[config.mk]
export PLATFORM = sky130hd
export DESIGN_NAME = stack_link_ctrl_flat
export DESIGN_NICKNAME = d
export VERILOG_FILES = /design/src/rtl/stack_link_ctrl_if.sv /design/src/rtl/stack_link_ctrl.sv /design/src/flat_wrapper.sv
export SDC_FILE = /design/constraint.sdc
export NUM_CORES = 1
export LEC_CHECK = 0
export ABC_AREA = 1
export CAP_MARGIN = 20
export CORE_UTILIZATION = 35
export CTS_CLUSTER_SIZE = 14
export DETAILED_ROUTE_END_ITERATION = 8
export PLACE_DENSITY_LB_ADDON = 0.2
export SETUP_SLACK_MARGIN = 0.15
export SLEW_MARGIN = 20
export SYNTH_ARGS = -nofsm -noshare
export SYNTH_HDL_FRONTEND = slang
export SYNTH_SLANG_ARGS = --single-unit
[constraint.sdc]
create_clock -name clk -period 3 [get_ports clk]
set_input_delay 0.45 -clock clk [delete_from_list [all_inputs] [get_ports clk]]
set_output_delay 0.45 -clock clk [all_outputs]
set_load 0.02 [all_outputs]
[src/rtl/stack_link_ctrl_if.sv]
// Operation handshake and data-memory bus that stack_link_ctrl sits between.
// The master side is the controller; the slave side is decode plus memory.
interface stack_link_ctrl_if;
    logic        op_valid;
    logic        op_ready;
    logic [2:0]  op_code;
    logic [31:0] op_data;
    logic [2:0]  op_rd;
    logic        mem_req;
    logic        mem_we;
    logic [31:0] mem_addr;
    logic [31:0] mem_wdata;
    logic        mem_ack;
    logic [31:0] mem_rdata;

    modport master (
        input  op_valid, op_code, op_data, op_rd, mem_ack, mem_rdata,
        output op_ready, mem_req, mem_we, mem_addr, mem_wdata
    );

    modport slave (
        output op_valid, op_code, op_data, op_rd, mem_ack, mem_rdata,
        input  op_ready, mem_req, mem_we, mem_addr, mem_wdata
    );
endinterface

[src/rtl/stack_link_ctrl.sv]
// Stack and subroutine sequencer: executes PUSH/POP/CALL/RET/SETSP against the
// special register file write ports and a req/ack data memory. All outputs registered.
module stack_link_ctrl #(
    parameter logic [31:0] STACK_BASE  = 32'h0000_1000,
    parameter logic [31:0] STACK_LIMIT = 32'h0000_0800
) (
    input  logic                     clk,
    input  logic                     reset,
    stack_link_ctrl_if.master        bus,
    input  logic [31:0]              re_sp,
    input  logic [31:0]              re_lr,
    input  logic [31:0]              re_pc,
    output logic                     wr_sp,
    output logic                     wr_lr,
    output logic                     wr_pc,
    output logic [31:0]              wr_sp_data,
    output logic [31:0]              wr_lr_data,
    output logic [31:0]              wr_pc_data,
    output logic                     wr_usr_enable,
    output logic [2:0]               write_usr_addr,
    output logic [31:0]              usr_data,
    output logic                     done,
    output logic                     fault
);
    localparam logic [1:0] StIdle   = 2'd0;
    localparam logic [1:0] StMem    = 2'd1;
    localparam logic [1:0] StWb     = 2'd2;
    localparam logic [1:0] StSettle = 2'd3;

    localparam logic [2:0] OpPush  = 3'b000;
    localparam logic [2:0] OpPop   = 3'b001;
    localparam logic [2:0] OpCall  = 3'b010;
    localparam logic [2:0] OpRet   = 3'b011;
    localparam logic [2:0] OpSetsp = 3'b100;

    logic [1:0]  state_q, state_d;
    logic        op_ready_q, op_ready_d;
    logic [2:0]  code_q, code_d, rd_q, rd_d;
    logic [31:0] data_q, data_d, sp_q, sp_d, lr_q, lr_d, pc_q, pc_d;
    logic        wr_sp_q, wr_sp_d, wr_lr_q, wr_lr_d, wr_pc_q, wr_pc_d;
    logic [31:0] wr_sp_data_q, wr_sp_data_d, wr_lr_data_q, wr_lr_data_d;
    logic [31:0] wr_pc_data_q, wr_pc_data_d;
    logic        usr_en_q, usr_en_d;
    logic [2:0]  usr_addr_q, usr_addr_d;
    logic [31:0] usr_data_q, usr_data_d;
    logic        mem_req_q, mem_req_d, mem_we_q, mem_we_d;
    logic [31:0] mem_addr_q, mem_addr_d, mem_wdata_q, mem_wdata_d;
    logic        done_q, done_d, fault_q, fault_d;

    // In IDLE the op is decided from the live inputs; afterwards from the latched copy.
    logic        in_idle;
    logic [2:0]  cur_code, cur_rd;
    logic [31:0] cur_data, cur_sp, cur_lr, cur_pc, sp_dec, sp_inc;
    logic        is_push, is_pop, is_call, is_ret, stack_err, needs_mem, accept;

    assign in_idle   = (state_q == StIdle);
    assign cur_code  = in_idle ? bus.op_code : code_q;
    assign cur_rd    = in_idle ? bus.op_rd   : rd_q;
    assign cur_data  = in_idle ? bus.op_data : data_q;
    assign cur_sp    = in_idle ? re_sp       : sp_q;
    assign cur_lr    = in_idle ? re_lr       : lr_q;
    assign cur_pc    = in_idle ? re_pc       : pc_q;
    assign sp_dec    = cur_sp - 32'd4;
    assign sp_inc    = cur_sp + 32'd4;
    assign is_push   = (cur_code == OpPush);
    assign is_pop    = (cur_code == OpPop);
    assign is_call   = (cur_code == OpCall);
    assign is_ret    = (cur_code == OpRet);
    assign stack_err = ((is_push || is_call) && (cur_sp < STACK_LIMIT + 32'd4)) ||
                       ((is_pop || is_ret) && (cur_sp >= STACK_BASE));
    assign needs_mem = (is_push || is_pop || is_call || is_ret) && !stack_err;
    assign accept    = in_idle && bus.op_valid && op_ready_q;

    // Write-back pulses for the current op; rdata is only meaningful when leaving MEM.
    logic        wb_sp, wb_lr, wb_pc, wb_usr, wb_fault;
    logic [31:0] wb_sp_data, wb_lr_data, wb_pc_data;

    always_comb begin
        wb_sp      = 1'b0;
        wb_lr      = 1'b0;
        wb_pc      = 1'b0;
        wb_usr     = 1'b0;
        wb_fault   = 1'b0;
        wb_sp_data = '0;
        wb_lr_data = '0;
        wb_pc_data = '0;
        if (stack_err) begin
            wb_fault = 1'b1;
        end else begin
            case (cur_code)
                OpPush: begin
                    wb_sp      = 1'b1;
                    wb_sp_data = sp_dec;
                end
                OpPop: begin
                    wb_usr     = 1'b1;
                    wb_sp      = 1'b1;
                    wb_sp_data = sp_inc;
                end
                OpCall: begin
                    wb_lr      = 1'b1;
                    wb_lr_data = cur_pc + 32'd4;
                    wb_pc      = 1'b1;
                    wb_pc_data = cur_data;
                    wb_sp      = 1'b1;
                    wb_sp_data = sp_dec;
                end
                OpRet: begin
                    wb_pc      = 1'b1;
                    wb_pc_data = cur_lr;
                    wb_lr      = 1'b1;
                    wb_lr_data = bus.mem_rdata;
                    wb_sp      = 1'b1;
                    wb_sp_data = sp_inc;
                end
                OpSetsp: begin
                    if (cur_data >= STACK_LIMIT && cur_data <= STACK_BASE &&
                        cur_data[1:0] == 2'b00) begin
                        wb_sp      = 1'b1;
                        wb_sp_data = cur_data;
                    end else begin
                        wb_fault = 1'b1;
                    end
                end
                default: wb_fault = 1'b1;
            endcase
        end
    end

    always_comb begin
        state_d      = state_q;
        op_ready_d   = 1'b0;
        code_d       = code_q;
        rd_d         = rd_q;
        data_d       = data_q;
        sp_d         = sp_q;
        lr_d         = lr_q;
        pc_d         = pc_q;
        wr_sp_d      = 1'b0;
        wr_lr_d      = 1'b0;
        wr_pc_d      = 1'b0;
        wr_sp_data_d = '0;
        wr_lr_data_d = '0;
        wr_pc_data_d = '0;
        usr_en_d     = 1'b0;
        usr_addr_d   = '0;
        usr_data_d   = '0;
        mem_req_d    = 1'b0;
        mem_we_d     = 1'b0;
        mem_addr_d   = '0;
        mem_wdata_d  = '0;
        done_d       = 1'b0;
        fault_d      = fault_q;

        case (state_q)
            StIdle: begin
                op_ready_d = 1'b1;
                if (accept) begin
                    op_ready_d = 1'b0;
                    code_d     = bus.op_code;
                    rd_d       = bus.op_rd;
                    data_d     = bus.op_data;
                    sp_d       = re_sp;
                    lr_d       = re_lr;
                    pc_d       = re_pc;
                    if (needs_mem) begin
                        state_d     = StMem;
                        mem_req_d   = 1'b1;
                        mem_we_d    = is_push || is_call;
                        mem_addr_d  = (is_push || is_call) ? sp_dec : cur_sp;
                        mem_wdata_d = is_push ? cur_data : (is_call ? cur_lr : 32'd0);
                    end else begin
                        state_d = StWb;
                    end
                end
            end
            StMem: begin
                if (bus.mem_ack) begin
                    state_d = StWb;
                end else begin
                    mem_req_d   = 1'b1;
                    mem_we_d    = mem_we_q;
                    mem_addr_d  = mem_addr_q;
                    mem_wdata_d = mem_wdata_q;
                end
            end
            StWb:     state_d = StSettle;
            default: begin
                state_d    = StIdle;
                op_ready_d = 1'b1;
            end
        endcase

        if ((accept && !needs_mem) || (state_q == StMem && bus.mem_ack)) begin
            done_d       = 1'b1;
            wr_sp_d      = wb_sp;
            wr_lr_d      = wb_lr;
            wr_pc_d      = wb_pc;
            wr_sp_data_d = wb_sp_data;
            wr_lr_data_d = wb_lr_data;
            wr_pc_data_d = wb_pc_data;
            usr_en_d     = wb_usr;
            usr_addr_d   = wb_usr ? cur_rd : 3'd0;
            usr_data_d   = wb_usr ? bus.mem_rdata : 32'd0;
            fault_d      = fault_q | wb_fault;
        end
    end

    always_ff @(posedge clk) begin
        if (reset) begin
            state_q      <= StIdle;
            op_ready_q   <= 1'b1;
            code_q       <= '0;
            rd_q         <= '0;
            data_q       <= '0;
            sp_q         <= '0;
            lr_q         <= '0;
            pc_q         <= '0;
            wr_sp_q      <= 1'b0;
            wr_lr_q      <= 1'b0;
            wr_pc_q      <= 1'b0;
            wr_sp_data_q <= '0;
            wr_lr_data_q <= '0;
            wr_pc_data_q <= '0;
            usr_en_q     <= 1'b0;
            usr_addr_q   <= '0;
            usr_data_q   <= '0;
            mem_req_q    <= 1'b0;
            mem_we_q     <= 1'b0;
            mem_addr_q   <= '0;
            mem_wdata_q  <= '0;
            done_q       <= 1'b0;
            fault_q      <= 1'b0;
        end else begin
            state_q      <= state_d;
            op_ready_q   <= op_ready_d;
            code_q       <= code_d;
            rd_q         <= rd_d;
            data_q       <= data_d;
            sp_q         <= sp_d;
            lr_q         <= lr_d;
            pc_q         <= pc_d;
            wr_sp_q      <= wr_sp_d;
            wr_lr_q      <= wr_lr_d;
            wr_pc_q      <= wr_pc_d;
            wr_sp_data_q <= wr_sp_data_d;
            wr_lr_data_q <= wr_lr_data_d;
            wr_pc_data_q <= wr_pc_data_d;
            usr_en_q     <= usr_en_d;
            usr_addr_q   <= usr_addr_d;
            usr_data_q   <= usr_data_d;
            mem_req_q    <= mem_req_d;
            mem_we_q     <= mem_we_d;
            mem_addr_q   <= mem_addr_d;
            mem_wdata_q  <= mem_wdata_d;
            done_q       <= done_d;
            fault_q      <= fault_d;
        end
    end

    assign bus.op_ready   = op_ready_q;
    assign bus.mem_req    = mem_req_q;
    assign bus.mem_we     = mem_we_q;
    assign bus.mem_addr   = mem_addr_q;
    assign bus.mem_wdata  = mem_wdata_q;
    assign wr_sp          = wr_sp_q;
    assign wr_lr          = wr_lr_q;
    assign wr_pc          = wr_pc_q;
    assign wr_sp_data     = wr_sp_data_q;
    assign wr_lr_data     = wr_lr_data_q;
    assign wr_pc_data     = wr_pc_data_q;
    assign wr_usr_enable  = usr_en_q;
    assign write_usr_addr = usr_addr_q;
    assign usr_data       = usr_data_q;
    assign done           = done_q;
    assign fault          = fault_q;
endmodule

[src/flat_wrapper.sv]
// flat-port wrapper written by rule: the top's interface ports become plain ports
module stack_link_ctrl_flat 
#(
    parameter logic [31:0] STACK_BASE  = 32'h0000_1000,
    parameter logic [31:0] STACK_LIMIT = 32'h0000_0800
)
  (clk, reset, re_sp, re_lr, re_pc, wr_sp, wr_lr, wr_pc, wr_sp_data, wr_lr_data, wr_pc_data, wr_usr_enable, write_usr_addr, usr_data, done, fault, bus_op_valid, bus_op_code, bus_op_data, bus_op_rd, bus_mem_ack, bus_mem_rdata, bus_op_ready, bus_mem_req, bus_mem_we, bus_mem_addr, bus_mem_wdata);
  stack_link_ctrl_if bus_i ();
  input  logic clk;
  input  logic reset;
  input  logic [31:0] re_sp;
  input  logic [31:0] re_lr;
  input  logic [31:0] re_pc;
  output logic wr_sp;
  output logic wr_lr;
  output logic wr_pc;
  output logic [31:0] wr_sp_data;
  output logic [31:0] wr_lr_data;
  output logic [31:0] wr_pc_data;
  output logic wr_usr_enable;
  output logic [2:0] write_usr_addr;
  output logic [31:0] usr_data;
  output logic done;
  output logic fault;
  input wire logic [$bits(bus_i.op_valid)-1:0] bus_op_valid;
  input wire logic [$bits(bus_i.op_code)-1:0] bus_op_code;
  input wire logic [$bits(bus_i.op_data)-1:0] bus_op_data;
  input wire logic [$bits(bus_i.op_rd)-1:0] bus_op_rd;
  input wire logic [$bits(bus_i.mem_ack)-1:0] bus_mem_ack;
  input wire logic [$bits(bus_i.mem_rdata)-1:0] bus_mem_rdata;
  output wire logic [$bits(bus_i.op_ready)-1:0] bus_op_ready;
  output wire logic [$bits(bus_i.mem_req)-1:0] bus_mem_req;
  output wire logic [$bits(bus_i.mem_we)-1:0] bus_mem_we;
  output wire logic [$bits(bus_i.mem_addr)-1:0] bus_mem_addr;
  output wire logic [$bits(bus_i.mem_wdata)-1:0] bus_mem_wdata;
  assign bus_i.op_valid = bus_op_valid;
  assign bus_i.op_code = bus_op_code;
  assign bus_i.op_data = bus_op_data;
  assign bus_i.op_rd = bus_op_rd;
  assign bus_i.mem_ack = bus_mem_ack;
  assign bus_i.mem_rdata = bus_mem_rdata;
  assign bus_op_ready = bus_i.op_ready;
  assign bus_mem_req = bus_i.mem_req;
  assign bus_mem_we = bus_i.mem_we;
  assign bus_mem_addr = bus_i.mem_addr;
  assign bus_mem_wdata = bus_i.mem_wdata;
  stack_link_ctrl #(.STACK_BASE(STACK_BASE), .STACK_LIMIT(STACK_LIMIT)) u_core (.clk(clk), .reset(reset), .bus(bus_i), .re_sp(re_sp), .re_lr(re_lr), .re_pc(re_pc), .wr_sp(wr_sp), .wr_lr(wr_lr), .wr_pc(wr_pc), .wr_sp_data(wr_sp_data), .wr_lr_data(wr_lr_data), .wr_pc_data(wr_pc_data), .wr_usr_enable(wr_usr_enable), .write_usr_addr(write_usr_addr), .usr_data(usr_data), .done(done), .fault(fault));
endmodule
==> impl_results.html, run 1 <==
<table>
<tr><th>Metric</th><th>Value</th></tr>
<tr><th colspan="2">Status</th></tr>
<tr><td>Run status</td><td>complete, no violations</td></tr>
<tr><th colspan="2">Worst setup path</th></tr>
<tr><td>Cell with the largest stage delay on the worst path</td><td>sky130_fd_sc_hd__dfxtp_1</td></tr>
<tr><td>Beginning of the critical path</td><td>u_core.state_q[0]</td></tr>
<tr><td>R2R Setup Slk</td><td>about 0.21 ns</td></tr>
<tr><td>Startpoint of the most critical register-to-register path</td><td>u_core.state_q[0]</td></tr>
<tr><td>Register-to-Register Path Depth</td><td>19</td></tr>
<tr><td>Crit path capture</td><td>u_core.wr_sp_data[27]</td></tr>
<tr><td>Cell-by-cell trace of the critical path</td><td>inv_1 &gt; ha_4 &gt; buf_12 &gt; buf_16 &gt; nand2_2 &gt; o21a_1 &gt; ha_4 &gt; nand3_4 &gt; nor2_4 &gt; nand2_2 &gt; nand2_2 &gt; nand4_4 &gt; nand3_4 &gt; nand2_2 &gt; nand2_4 &gt; nand3_4 &gt; buf_4 &gt; buf_12 &gt; nor2_2</td></tr>
<tr><td>Category of the worst setup path launch point</td><td>register</td></tr>
<tr><td>Critical path endpoint category</td><td>register</td></tr>
<tr><td>Required time at the endpoint of the critical path</td><td>approximately 3.5 ns</td></tr>
<tr><td>Most Frequent Cell on Critical Path</td><td>sky130_fd_sc_hd__nand2_2</td></tr>
<tr><td>Arr. time, crit path</td><td>3.28 ns</td></tr>
<tr><td>Endpoint of the worst-slack reg-to-reg timing path</td><td>u_core.wr_sp_data[27]</td></tr>
<tr><td>Max incr delay on CP</td><td>roughly 0.33 ns</td></tr>
<tr><td>Largest fanout on the critical path</td><td>29</td></tr>
<tr><td>Critical Setup Path Class</td><td>reg2reg</td></tr>
<tr><th colspan="2">Power and ir drop</th></tr>
<tr><td>Fraction of power consumed by the clock network</td><td>21.6%</td></tr>
<tr><td>Switching power</td><td>11.5 mW</td></tr>
<tr><td>Pwr per Cell Area</td><td>just over 1000 nW/um^2</td></tr>
<tr><td>Combinational group share of total power</td><td>a little under three fifths</td></tr>
<tr><td>Reported leakage power</td><td>roughly 9.8 nW</td></tr>
<tr><td>Internal power summed over all cells</td><td>between 10 and 15 mW</td></tr>
<tr><td>Overall power after layout</td><td>around 25 mW</td></tr>
<tr><td>Switching fraction of total power</td><td>46.2%</td></tr>
<tr><td>Worst vdd rail ir drop</td><td>between 500 and 600 uV</td></tr>
<tr><td>Register share of total power</td><td>22.3%</td></tr>
<tr><th colspan="2">Floorplanning</th></tr>
<tr><td>Area of the core region</td><td>48000 um^2</td></tr>
<tr><td>Total I/O pin count</td><td>374</td></tr>
<tr><td>Starting Density</td><td>between 30% and 40%</td></tr>
<tr><td>Area of the die</td><td>50000 um^2</td></tr>
<tr><td>Horizontal die dimension</td><td>224 um</td></tr>
<tr><td>Height of the die</td><td>224 um</td></tr>
<tr><td>Core Rows</td><td>80</td></tr>
<tr><th colspan="2">Synth</th></tr>
<tr><td>Most instantiated cells after synthesis</td><td>sky130_fd_sc_hd__nand2_1, sky130_fd_sc_hd__dfxtp_1, sky130_fd_sc_hd__inv_1, sky130_fd_sc_hd__o21ai_0, sky130_fd_sc_hd__nor2_1</td></tr>
<tr><td>Area fraction in compound gates after synthesis</td><td>between 10% and 20%</td></tr>
<tr><td>Flip-flop and latch count after synthesis</td><td>339</td></tr>
<tr><td>Share of flip-flops with an asynchronous set or reset after synthesis</td><td>0%</td></tr>
<tr><td>Most used standard cell by instance count after synthesis</td><td>sky130_fd_sc_hd__nand2_1</td></tr>
<tr><td>Proportion of synthesized chip area in sequential cells</td><td>roughly two fifths</td></tr>
<tr><td>Cell types with the largest area share after synthesis</td><td>sky130_fd_sc_hd__dfxtp_1, sky130_fd_sc_hd__nand2_1, sky130_fd_sc_hd__o21ai_0</td></tr>
<tr><td>Fraction of synthesized area in multiplexers</td><td>less than 1%</td></tr>
<tr><td>Adder and majority gate portion of the synthesized area</td><td>less than 1%</td></tr>
<tr><td>Syn Nets</td><td>between 2000 and 3000</td></tr>
<tr><td>Avg Synthesized Cell Area</td><td>between 6 and 7 um^2</td></tr>
<tr><td>Post-Synth Simple-Gate Area</td><td>29.2%</td></tr>
<tr><td>Gate count after technology mapping</td><td>around 2600</td></tr>
<tr><td>Cell area after synthesis</td><td>17200 um^2</td></tr>
<tr><td>Post-synth top area share</td><td>roughly two fifths</td></tr>
<tr><td>Fraction of synthesized cell area in xor and xnor cells</td><td>0.204%</td></tr>
<tr><td>Unique cell type count in the Yosys netlist</td><td>52</td></tr>
<tr><td>Post-synthesis cell type with the largest combined area</td><td>sky130_fd_sc_hd__dfxtp_1</td></tr>
<tr><td>Largest family of logic cells by synthesized area</td><td>simple AND/OR/NAND/NOR gates</td></tr>
<tr><td>EDFF count, synth</td><td>0</td></tr>
<tr><td>Primary FF master, synth</td><td>sky130_fd_sc_hd__dfxtp_1</td></tr>
<tr><td>Ys Warns</td><td>0</td></tr>
<tr><th colspan="2">Clocking</th></tr>
<tr><td>H-tree depth</td><td>2</td></tr>
<tr><td>Clock Sink Count</td><td>339</td></tr>
<tr><td>Cts hold-fix bufs</td><td>0</td></tr>
<tr><td>Clock Tree Root</td><td>sky130_fd_sc_hd__clkbuf_16</td></tr>
<tr><td>Total clock buffers created by CTS</td><td>slightly above 40</td></tr>
<tr><td>Clk Latency, worst-skew pair</td><td>roughly 0.59 ns</td></tr>
<tr><td>Clock transition at the registers of the reported paths</td><td>about 0.06 ns</td></tr>
<tr><td>Clock Path Buffers</td><td>3</td></tr>
<tr><td>CTS tree</td><td>yes</td></tr>
<tr><th colspan="2">Cells and area</th></tr>
<tr><td>Filler cells</td><td>~4700</td></tr>
<tr><td>Net total in the final layout</td><td>3223</td></tr>
<tr><td>Antenna diode count</td><td>0</td></tr>
<tr><td>Layout Area Growth over Synthesis</td><td>42.7%</td></tr>
<tr><td>Fraction of layout cells with a size suffix above 1</td><td>about 15%</td></tr>
<tr><th colspan="2">Global route</th></tr>
<tr><td>Pin count of the biggest net entering global routing</td><td>116</td></tr>
<tr><td>GRT Resource Usage Total</td><td>27.5%</td></tr>
<tr><td>Wire length of the first global-routing pass</td><td>roughly 110000 um</td></tr>
<tr><td>Remaining global-route overflow</td><td>0</td></tr>
<tr><td>Number of antenna violations at the first check in global routing</td><td>0</td></tr>
<tr><td>Vias in the first global route</td><td>between 15000 and 20000</td></tr>
<tr><th colspan="2">Detailed routing</th></tr>
<tr><td>Met3 layer wire length in the routed design</td><td>around 3800 um</td></tr>
<tr><td>First DRT Iteration DRCs</td><td>1347</td></tr>
<tr><td>Overall routed net length</td><td>just over 70000 um</td></tr>
<tr><td>Highest signal layer in the routed design</td><td>met4</td></tr>
<tr><td>Detailed-routed wire length on met2</td><td>~35000 um</td></tr>
<tr><td>Detailed-router iteration count before antenna repair</td><td>5</td></tr>
<tr><td>Post-route DRC violation count</td><td>0</td></tr>
<tr><td>Routed Antenna Nets</td><td>0</td></tr>
<tr><td>DR vias/cell</td><td>~5</td></tr>
<tr><td>Mean routed wirelength per cell</td><td>between 15 and 20 um</td></tr>
<tr><td>Via total after detailed routing</td><td>between 15000 and 20000</td></tr>
<tr><td>Wire length on met1</td><td>~31000 um</td></tr>
<tr><th colspan="2">Placement</th></tr>
<tr><td>Number of buffers inserted by port buffering</td><td>373</td></tr>
<tr><td>Post-detail-place hpwl</td><td>approximately 52000 um</td></tr>
<tr><td>RePlAce Congestion</td><td>between 0.9 and 1</td></tr>
<tr><th colspan="2">STA</th></tr>
<tr><td>Min cycle time layout</td><td>between 2 and 3 ns</td></tr>
<tr><td>Worst hold slack across all endpoints</td><td>between 0.4 and 0.5 ns</td></tr>
<tr><td>Final count of negative-setup-slack endpoints</td><td>0</td></tr>
<tr><td>Max-Slew Margin vs Limit</td><td>26.5%</td></tr>
<tr><td>Max Slew Vio Count</td><td>0</td></tr>
<tr><td>Hold Vio Cnt, Final</td><td>0</td></tr>
<tr><td>Clock skew</td><td>between 0.02 and 0.03 ns</td></tr>
<tr><td>Transition time at the pin with the least slew margin</td><td>roughly 1.1 ns</td></tr>
<tr><td>Max Fclk</td><td>358 MHz</td></tr>
<tr><td>Share of the clock period used by the worst path</td><td>between 90% and 100%</td></tr>
<tr><td>RSZ-0062 raised after global routing</td><td>yes</td></tr>
<tr><th colspan="2">Worst hold path</th></tr>
<tr><td>Worst hold-check path type</td><td>in2reg</td></tr>
<tr><th colspan="2">Run</th></tr>
<tr><td>Maxcap violations</td><td>0</td></tr>
</table>
## cell families after synthesis
group           Yosys count
compound gates          624
xor+xnor                  4
fa+ha+maj                 7
buf+inv                 452
flops                   339
mux                       3
simple gates           1157
## cell type report
type / instances / area, um^2 / share of cell area, %
inverters: 307 / 1160 / 4.75
well taps: 615 / 769 / 3.14
repair buffers: 559 / 5490 / 22.4
clock buffers: 56 / 1190 / 4.87
multi-input cells: 1798 / 8860 / 36.1
clock inverters: 17 / 262 / 1.07
flip-flops and latches: 339 / 6790 / 27.7
## layer usage
layer / global-route usage (%) / vias up
li1: - / 9279
met2: 48.0 / 617
met1: 34.4 / 8928
met5: 0 / -
met3: 4.13 / 120
met4: 9.26 / 0
## power by group through the flow
stage               Sequential [mW]  Combinational (mW)  Clock (mW)
floorplan                      5.79                7.46           0
CTS                            5.51                12.8        5.44
finish                         5.52                13.9        5.35
global placement               5.59                12.4           0
global route                   5.57                15.1        5.62
detailed placement             5.61                12.4           0
## repair_timing
item	in CTS	in global routing
endpoints found under the setup margin	86	168
buffers inserted	4	26
pin swaps	3	9
gates resized for setup	8	106
cloned	4	7
## metrics by stage
step | setup WS, ns | setup TNS, ns | area [um^2] | instances | utilization, %
6_report | 0.209 | 0 | 24500 | 3691 | 51.0
5_1_grt | 0.0411 | 0 | 24500 | 3691 | 51.0
4_1_cts | 0.137 | 0 | 23800 | 3658 | 49.6
3_5_place_dp | -0.358 | -13.26 | 22200 | 3577 | 46.3
3_3_place_gp | -0.254 | -9.86 | 22200 | 3577 | 46.3
2_1_floorplan | 0.185 | 0 | 17200 | 2586 | -
## worst max-delay path: cells and delay by family (launching register included)
family	cells	cell delay (ns)
buffers and inverters	5	0.69
and+or+nand+nor	11	1.11
AOI/OAI and AO/OA	1	0.19
DFF	1	0.33
adders and majority gates	2	0.35
## flip-flops by register name, indices dropped and copies added, names as in the netlist
signal and flops:
u_core.bus.mem_addr 32, u_core.bus.mem_req 1, u_core.bus.mem_wdata 32, u_core.bus.mem_we 1, u_core.bus.op_ready 1, u_core.code_q 3
u_core.data_q 32, u_core.done 1, u_core.fault 1, u_core.lr_q 32, u_core.pc_q 32, u_core.rd_q 3
u_core.sp_q 32, u_core.state_q 2, u_core.usr_data 32, u_core.wr_lr 1, u_core.wr_lr_data 32, u_core.wr_pc_data 32
u_core.wr_sp 1, u_core.wr_sp_data 32, u_core.wr_usr_enable 1, u_core.write_usr_addr 3
## placed cells by master (no fill, tap or decap), drive strengths merged, types with 3 or more instances in the layout
master	count
nand4	17
nand3	166
inv	308
ha	7
nor4	3
bufinv	5
clkdlybuf4s50	372
mux2i	3
dfxtp	339
o22ai	5
a22oi	35
nand2	599
clkbuf	61
nor3	20
buf	181
clkinvlp	3
or2	16
and2	3
clkinv	8
xor2	4
o21ai	337
nor2	325
o21a	3
a21oi	226
nand3b	6
o221a	7
## worst min-delay path by stage
stage,start,to,slack [ns],cells past startpoint
after floorplan,u_core.sp_q[4],u_core.sp_q[4],0.42,2
after global placement,u_core.data_q[31],u_core.data_q[31],0.43,2
after detailed placement,u_core.sp_q[4],u_core.sp_q[4],0.43,2
after CTS,bus_mem_rdata[13],u_core.usr_data[13],0.39,3
after global routing,bus_mem_rdata[7],u_core.usr_data[7],0.41,3
final,bus_mem_rdata[13],u_core.usr_data[13],0.41,3
Note: power is estimated with default switching activity, not from simulation.
==> run 2, diff against run 1 <==
--- a/config.mk
+++ b/config.mk
@@ -12,7 +12,7 @@
 export DETAILED_ROUTE_END_ITERATION = 8
 export PLACE_DENSITY_LB_ADDON = 0.2
 export SETUP_SLACK_MARGIN = 0.15
-export SLEW_MARGIN = 20
+export SLEW_MARGIN = 10
 export SYNTH_ARGS = -nofsm -noshare
 export SYNTH_HDL_FRONTEND = slang
 export SYNTH_SLANG_ARGS = --single-unit
==> results of run 2 <==
Same layout as run 1: the final DEF is identical, and so are final timing and power.
==> run 3, diff against run 2 <==
--- a/config.mk
+++ b/config.mk
@@ -12,6 +12,7 @@
 export DETAILED_ROUTE_END_ITERATION = 8
 export PLACE_DENSITY_LB_ADDON = 0.2
 export SETUP_SLACK_MARGIN = 0.15
+export SKIP_LAST_GASP = 1
 export SLEW_MARGIN = 10
 export SYNTH_ARGS = -nofsm -noshare
 export SYNTH_HDL_FRONTEND = slang
==> constraint.sdc (replaced) <==
create_clock -name clk -period 3.1 [get_ports clk]
set_input_delay 0.465 -clock clk [delete_from_list [all_inputs] [get_ports clk]]
set_output_delay 0.465 -clock clk [all_outputs]
set_load 0.02 [all_outputs]
==> run 3 against run 2 <==
Die area did not move. Combinational power shrank 6%. Sequential power is 3% lower. Clock skew up 0.0064 ns. Global-route usage down 0.32 points. Maximum frequency decreased by 0.81%. Critical path depth decreased by 3. Design area is 1.4% lower. Register-to-register slack gained 0.08 ns. Sequential share of layout area grew 0.39 points. Core utilization is 0.71 points lower. Critical path type unchanged. Largest cell class unchanged.
==> impl_results.html, run 3 (same netlist as run 1, synthesis figures left out) <==
<table>
<tr><th>Metric</th><th>Value</th></tr>
<tr><th colspan="2">Placement</th></tr>
<tr><td>Number of buffers inserted by port buffering</td><td>approximately 370</td></tr>
<tr><td>Post-detail-place hpwl</td><td>between 50000 and 60000 um</td></tr>
<tr><td>Number of instances in the placed design</td><td>between 3000 and 4000</td></tr>
<tr><td>RePlAce Congestion</td><td>about 0.95</td></tr>
<tr><td>Post-placement setup slack</td><td>-0.235 ns</td></tr>
<tr><th colspan="2">Floorplanning</th></tr>
<tr><td>Starting Density</td><td>between 30% and 40%</td></tr>
<tr><td>Horizontal die dimension</td><td>about 220 um</td></tr>
<tr><td>Height of the die</td><td>224 um</td></tr>
<tr><td>Core Rows</td><td>80</td></tr>
<tr><td>Total I/O pin count</td><td>about 370</td></tr>
<tr><td>Area of the die</td><td>50000 um^2</td></tr>
<tr><td>Area of the core region</td><td>around 48000 um^2</td></tr>
<tr><th colspan="2">Worst setup path</th></tr>
<tr><td>Cell-by-cell trace of the critical path</td><td>inv_2 &gt; ha_4 &gt; buf_16 &gt; buf_4 &gt; nand2_2 &gt; o21ai_4 &gt; nor2_2 &gt; buf_4 &gt; buf_6 &gt; inv_1 &gt; buf_4 &gt; buf_4 &gt; nand2_1 &gt; nand2_1 &gt; nand3_1 &gt; a21oi_1</td></tr>
<tr><td>Largest fanout on the critical path</td><td>24</td></tr>
<tr><td>Startpoint of the most critical register-to-register path</td><td>u_core.state_q[1]</td></tr>
<tr><td>Beginning of the critical path</td><td>u_core.state_q[1]</td></tr>
<tr><td>Most Frequent Cell on Critical Path</td><td>sky130_fd_sc_hd__buf_4</td></tr>
<tr><td>Arr. time, crit path</td><td>approximately 3.3 ns</td></tr>
<tr><td>Max incr delay on CP</td><td>0.33 ns</td></tr>
<tr><td>Required time at the endpoint of the critical path</td><td>approximately 3.6 ns</td></tr>
<tr><td>Cell with the largest stage delay on the worst path</td><td>sky130_fd_sc_hd__dfxtp_2</td></tr>
<tr><td>Critical Setup Path Class</td><td>reg2reg</td></tr>
<tr><td>Critical path endpoint category</td><td>register</td></tr>
<tr><td>Category of the worst setup path launch point</td><td>register</td></tr>
<tr><th colspan="2">Detailed routing</th></tr>
<tr><td>Routed Antenna Nets</td><td>0</td></tr>
<tr><td>Wire length on met1</td><td>30100 um</td></tr>
<tr><td>Detailed-router iteration count before antenna repair</td><td>7</td></tr>
<tr><td>Overall routed net length</td><td>~70000 um</td></tr>
<tr><td>Via total after detailed routing</td><td>18700</td></tr>
<tr><td>Met3 layer wire length in the routed design</td><td>4170 um</td></tr>
<tr><td>Post-route DRC violation count</td><td>0</td></tr>
<tr><td>Mean routed wirelength per cell</td><td>between 15 and 20 um</td></tr>
<tr><td>First DRT Iteration DRCs</td><td>between 1000 and 1500</td></tr>
<tr><td>DR vias/cell</td><td>slightly above 5</td></tr>
<tr><td>Detailed-routed wire length on met2</td><td>roughly 35000 um</td></tr>
<tr><td>Highest signal layer in the routed design</td><td>met4</td></tr>
<tr><th colspan="2">Clocking</th></tr>
<tr><td>Clock transition at the registers of the reported paths</td><td>~0.06 ns</td></tr>
<tr><td>H-tree depth</td><td>2</td></tr>
<tr><td>Cts hold-fix bufs</td><td>0</td></tr>
<tr><td>Clock Path Buffers</td><td>3</td></tr>
<tr><td>CTS tree</td><td>yes</td></tr>
<tr><td>Clock Tree Root</td><td>sky130_fd_sc_hd__clkbuf_16</td></tr>
<tr><td>Clock Sink Count</td><td>about 340</td></tr>
<tr><td>Total clock buffers created by CTS</td><td>41</td></tr>
<tr><td>Clk Latency, worst-skew pair</td><td>0.58 ns</td></tr>
<tr><th colspan="2">Global route</th></tr>
<tr><td>Number of antenna violations at the first check in global routing</td><td>6</td></tr>
<tr><td>GRT Resource Usage Total</td><td>between 20% and 30%</td></tr>
<tr><td>Vias in the first global route</td><td>between 15000 and 20000</td></tr>
<tr><td>Wire length of the first global-routing pass</td><td>roughly 100000 um</td></tr>
<tr><td>Pin count of the biggest net entering global routing</td><td>about 110</td></tr>
<tr><td>Remaining global-route overflow</td><td>0</td></tr>
<tr><th colspan="2">STA</th></tr>
<tr><td>RSZ-0062 raised after global routing</td><td>yes</td></tr>
<tr><td>Max Fclk</td><td>approximately 360 MHz</td></tr>
<tr><td>Transition time at the pin with the least slew margin</td><td>~1.0 ns</td></tr>
<tr><td>Worst hold slack across all endpoints</td><td>roughly 0.44 ns</td></tr>
<tr><td>Clock skew</td><td>approximately 0.033 ns</td></tr>
<tr><td>Max Slew Vio Count</td><td>0</td></tr>
<tr><td>Max-Slew Margin vs Limit</td><td>30.6%</td></tr>
<tr><td>Min cycle time layout</td><td>between 2 and 3 ns</td></tr>
<tr><td>Fin worst setup slack</td><td>0.286 ns</td></tr>
<tr><td>Hold Vio Cnt, Final</td><td>0</td></tr>
<tr><td>Share of the clock period used by the worst path</td><td>around nine tenths</td></tr>
<tr><td>Final count of negative-setup-slack endpoints</td><td>0</td></tr>
<tr><th colspan="2">Power and ir drop</th></tr>
<tr><td>Worst vdd rail ir drop</td><td>471 uV</td></tr>
<tr><td>Reported leakage power</td><td>between 9 and 10 nW</td></tr>
<tr><td>Pwr per Cell Area</td><td>973 nW/um^2</td></tr>
<tr><td>Overall power after layout</td><td>23.5 mW</td></tr>
<tr><th colspan="2">Cells and area</th></tr>
<tr><td>Fin cells</td><td>~3700</td></tr>
<tr><td>Most common cell after layout, fill and taps aside</td><td>sky130_fd_sc_hd__nand2_1</td></tr>
<tr><td>Net total in the final layout</td><td>3194</td></tr>
<tr><td>Highest-count cells in the layout ignoring fill and taps</td><td>sky130_fd_sc_hd__nand2_1, sky130_fd_sc_hd__clkdlybuf4s50_1, sky130_fd_sc_hd__dfxtp_1, sky130_fd_sc_hd__inv_1, sky130_fd_sc_hd__o21ai_0</td></tr>
<tr><td>Filler cells</td><td>4855</td></tr>
<tr><td>Fraction of layout cells with a size suffix above 1</td><td>13.1%</td></tr>
<tr><td>Layout Area Growth over Synthesis</td><td>40.7%</td></tr>
<tr><th colspan="2">Worst hold path</th></tr>
<tr><td>Worst hold-check path type</td><td>in2reg</td></tr>
<tr><td>Startpoint of the worst hold path</td><td>bus_mem_rdata[16]</td></tr>
<tr><th colspan="2">Status</th></tr>
<tr><td>Run status</td><td>complete, no violations</td></tr>
<tr><th colspan="2">Run</th></tr>
<tr><td>Maxcap violations</td><td>0</td></tr>
</table>
run 3: report_power, final:
| group | leakage, nW | internal [mW] | total (mW) | switching, mW |
|---|---|---|---|---|
| registers | 2.76 | 5.07 | 5.33 | 0.256 |
| logic | 6.12 | 4.42 | 13.0 | 8.54 |
| clock network | 0.736 | 3.20 | 5.23 | 2.03 |
| total | 9.62 | 12.7 | 23.5 | 10.8 |
run 3: worst paths after layout:
path,endpoint,cells past startpoint,slack [ns]
hold / removal,u_core.usr_data[16],3,0.44
setup reg to reg,u_core.bus.mem_addr[28],16,0.29
setup / recovery,u_core.bus.mem_addr[28],16,0.29
hold reg to reg,u_core.lr_q[18],2,0.45
run 3: what timing repair did:
item,CTS,global route
pin swaps,3,10
buffers inserted,3,14
setup endpoints to repair,153,196
gates cloned,1,10
gates resized for setup,10,60
run 3: final cells by class:
class | instances | area (um^2) | share of cell area, %
Sequential cell | 339 | 6790 | 28.1
Clock inverter | 18 | 256 | 1.06
Tap cell | 615 | 769 | 3.18
Multi-Input combinational cell | 1798 | 8700 | 36.0
Timing Repair Buffer | 530 | 5260 | 21.7
Clock buffer | 57 | 1230 | 5.08
Antenna cell | 7 | 17.5 | 0.0724
Inverter | 307 | 1160 | 4.82
run 3: stage by stage:
stage | util (%) | setup TNS [ns] | instance area (um^2)
2_1_floorplan | - | 0 | 17200
3_3_place_gp | 46.0 | -3.86 | 22100
3_5_place_dp | 46.0 | -7.29 | 22100
4_1_cts | 49.3 | 0 | 23700
5_1_grt | 50.3 | 0 | 24200
6_report | 50.3 | 0 | 24200
run 3: per-layer routing:
metal	up-vias	global-route usage [%]
met5	-	0
met4	0	10.9
met3	112	3.63
met2	672	47.2
met1	8721	33.8
li1	9207	-
run 3: worst max-delay path: cells and delay by family, from the launching register on:
family / cells / cell delay (ns)
buf+inv: 8 / 1.29
simple gates: 5 / 0.53
fa+ha+maj: 1 / 0.27
compound gates: 2 / 0.27
flops: 1 / 0.33
==> edit: new RTL, settings of run 3 <==
Take the reset off `wr_pc_data_q` and load it in a clocked block of its own.
--- a/src/rtl/stack_link_ctrl.sv
+++ b/src/rtl/stack_link_ctrl.sv
@@ -223,3 +223,2 @@
             wr_lr_data_q <= '0;
-            wr_pc_data_q <= '0;
             usr_en_q     <= 1'b0;
@@ -247,3 +246,2 @@
             wr_lr_data_q <= wr_lr_data_d;
-            wr_pc_data_q <= wr_pc_data_d;
             usr_en_q     <= usr_en_d;
@@ -258,2 +256,6 @@
         end
+    end
+
+    always_ff @(posedge clk) begin
+        wr_pc_data_q <= wr_pc_data_d;
     end
Check against the original RTL: differs if reset is asserted again (counterexample within 4 cycles, from zero or initial values and one cycle with reset high); with reset held inactive, the same outputs for 4 cycles.
==> edit against run 3 <==
Synthesized area grew 0.20%. Sequential cell count unchanged. Setup slack got worse by 0.022 ns. Sequential share of layout area down 0.19 points. Wire length rose by 1.6%. Power is 2.9% higher. Utilization up 0.26 points. Count of clock-buffer cells in the layout is 4 lower. Final area increased by 0.72%. Worst hold slack lost 0.024 ns. Critical endpoint is now u_core.bus.mem_addr[31].
==> edit: results (changes against run 3) <==
- Arr. time, crit path: 3.34 ns (+0.04 ns)
- LEAKAGE: 9.89 nW (+2.8%)
- Crit-path leading delay family: simple AND/OR/NAND/NOR gates
- Crit Reg-Reg Endpoint: u_core.bus.mem_addr[31]
- Endpoint, Worst Hold: u_core.bus.mem_addr[14]
- Total number of vias: 18,921 (+1.1%)
- Post-synthesis mux area share: 0.174% (-0.00034 points)
- R2R setup slack: 0.26 ns (-0.02 ns)
- Worst-path fanout max: 21 (-13%)
- Initial DRC Count: 1,596 (+7.5%)
- Largest net degree at the start of global routing: 169 (+55%)
- GPL Wtd Cong: 0.952 (-0.22%)
- Wire per inst: 19.5 um (about the same)
- Dpl ws: 0.125 ns (+0.360 ns)
- CP startpoint: u_core.state_q[0]
- Netlist cell types: 48 (-7.7%)
- Final worst-path cycle share: 91.5% (+0.70 points)
- Max incr delay on CP: 0.37 ns (+0.04 ns)
- Nets: 3,214 (+0.63%)
- First-pass GRT wire length: 106 mm (+1.3%)
- Total Routing Usage GR: 27.6% (+0.40 points)
- Top post-synthesis cells by area: dfxtp_1 39%, nand2_1 13%, o21ai_0 7.3%, a21oi_1 7.1%, inv_1 6.7%
- Vias in the first global route: 17,540 (+0.034%)
- P_seq: 5.40 mW (+1%)
- Ratio of cells with drive above 1 in the final layout: 12.9% (-0.22 points)
- Adder-cell share of the synthesized area: 0.508% (-0.0010 points)
- Max_slew headroom: 43.0% (+12 points)
- PostCTS Resize Cnt: 3 (-7)
- Crit Reg-Reg Startpoint: u_core.state_q[0]
- Compound-gate portion of the synthesized area: 19.1% (-0.32 points)
- Cell at the slowest stage of the critical path: dfxtp_4
- Synth Area in XOR/XNOR: 0.407% (+0.20 points)
- DP Area: 22,400 um^2 (+1.1%)
- Status: completed
- Post-synth top cells: 580 x nand2_1, 339 x dfxtp_1, 307 x inv_1
- Max IR drop VDD: 0.502 mV (+6.6%)
- R2r worst-path depth: 18 (+2)
- Hold Startpoint: reset
- Antenna violations before repair: 9 (+3)
- Clock Power: 5.22 mW (about the same)
## edit: per-stage QoR
| stage | power, mW | hold WS, ns | utilization [%] | instances |
|---|---|---|---|---|
| 2_1_floorplan | 13.0 | 0.424 | - | 2602 |
| 3_3_place_gp | 17.7 | 0.432 | 46.4 | 3630 |
| 3_5_place_dp | 17.8 | 0.439 | 46.4 | 3630 |
| 4_1_cts | 23.1 | 0.406 | 49.5 | 3705 |
| 5_1_grt | 25.7 | 0.427 | 50.6 | 3728 |
| 6_report | 24.2 | 0.418 | 50.6 | 3730 |
## edit: layout make-up
class | count | area [um^2]
repair buffers | 538 | 5400
fillers | 4786 | 23800
clock inverters | 22 | 354
diodes | 5 | 12.5
well taps | 656 | 821
inverters | 327 | 1250
flip-flops and latches | 339 | 6790
multi-input cells | 1790 | 8620
clock buffers | 53 | 1110
## edit: per-layer routing
layer	vias to the layer above	part of all wire [%]	track usage, %
li1	9243	-	-
met1	8803	46	38.5
met2	751	43	42.0
met3	116	8.3	6.47
met4	8	2.5	8.17
met5	-	0.077	0
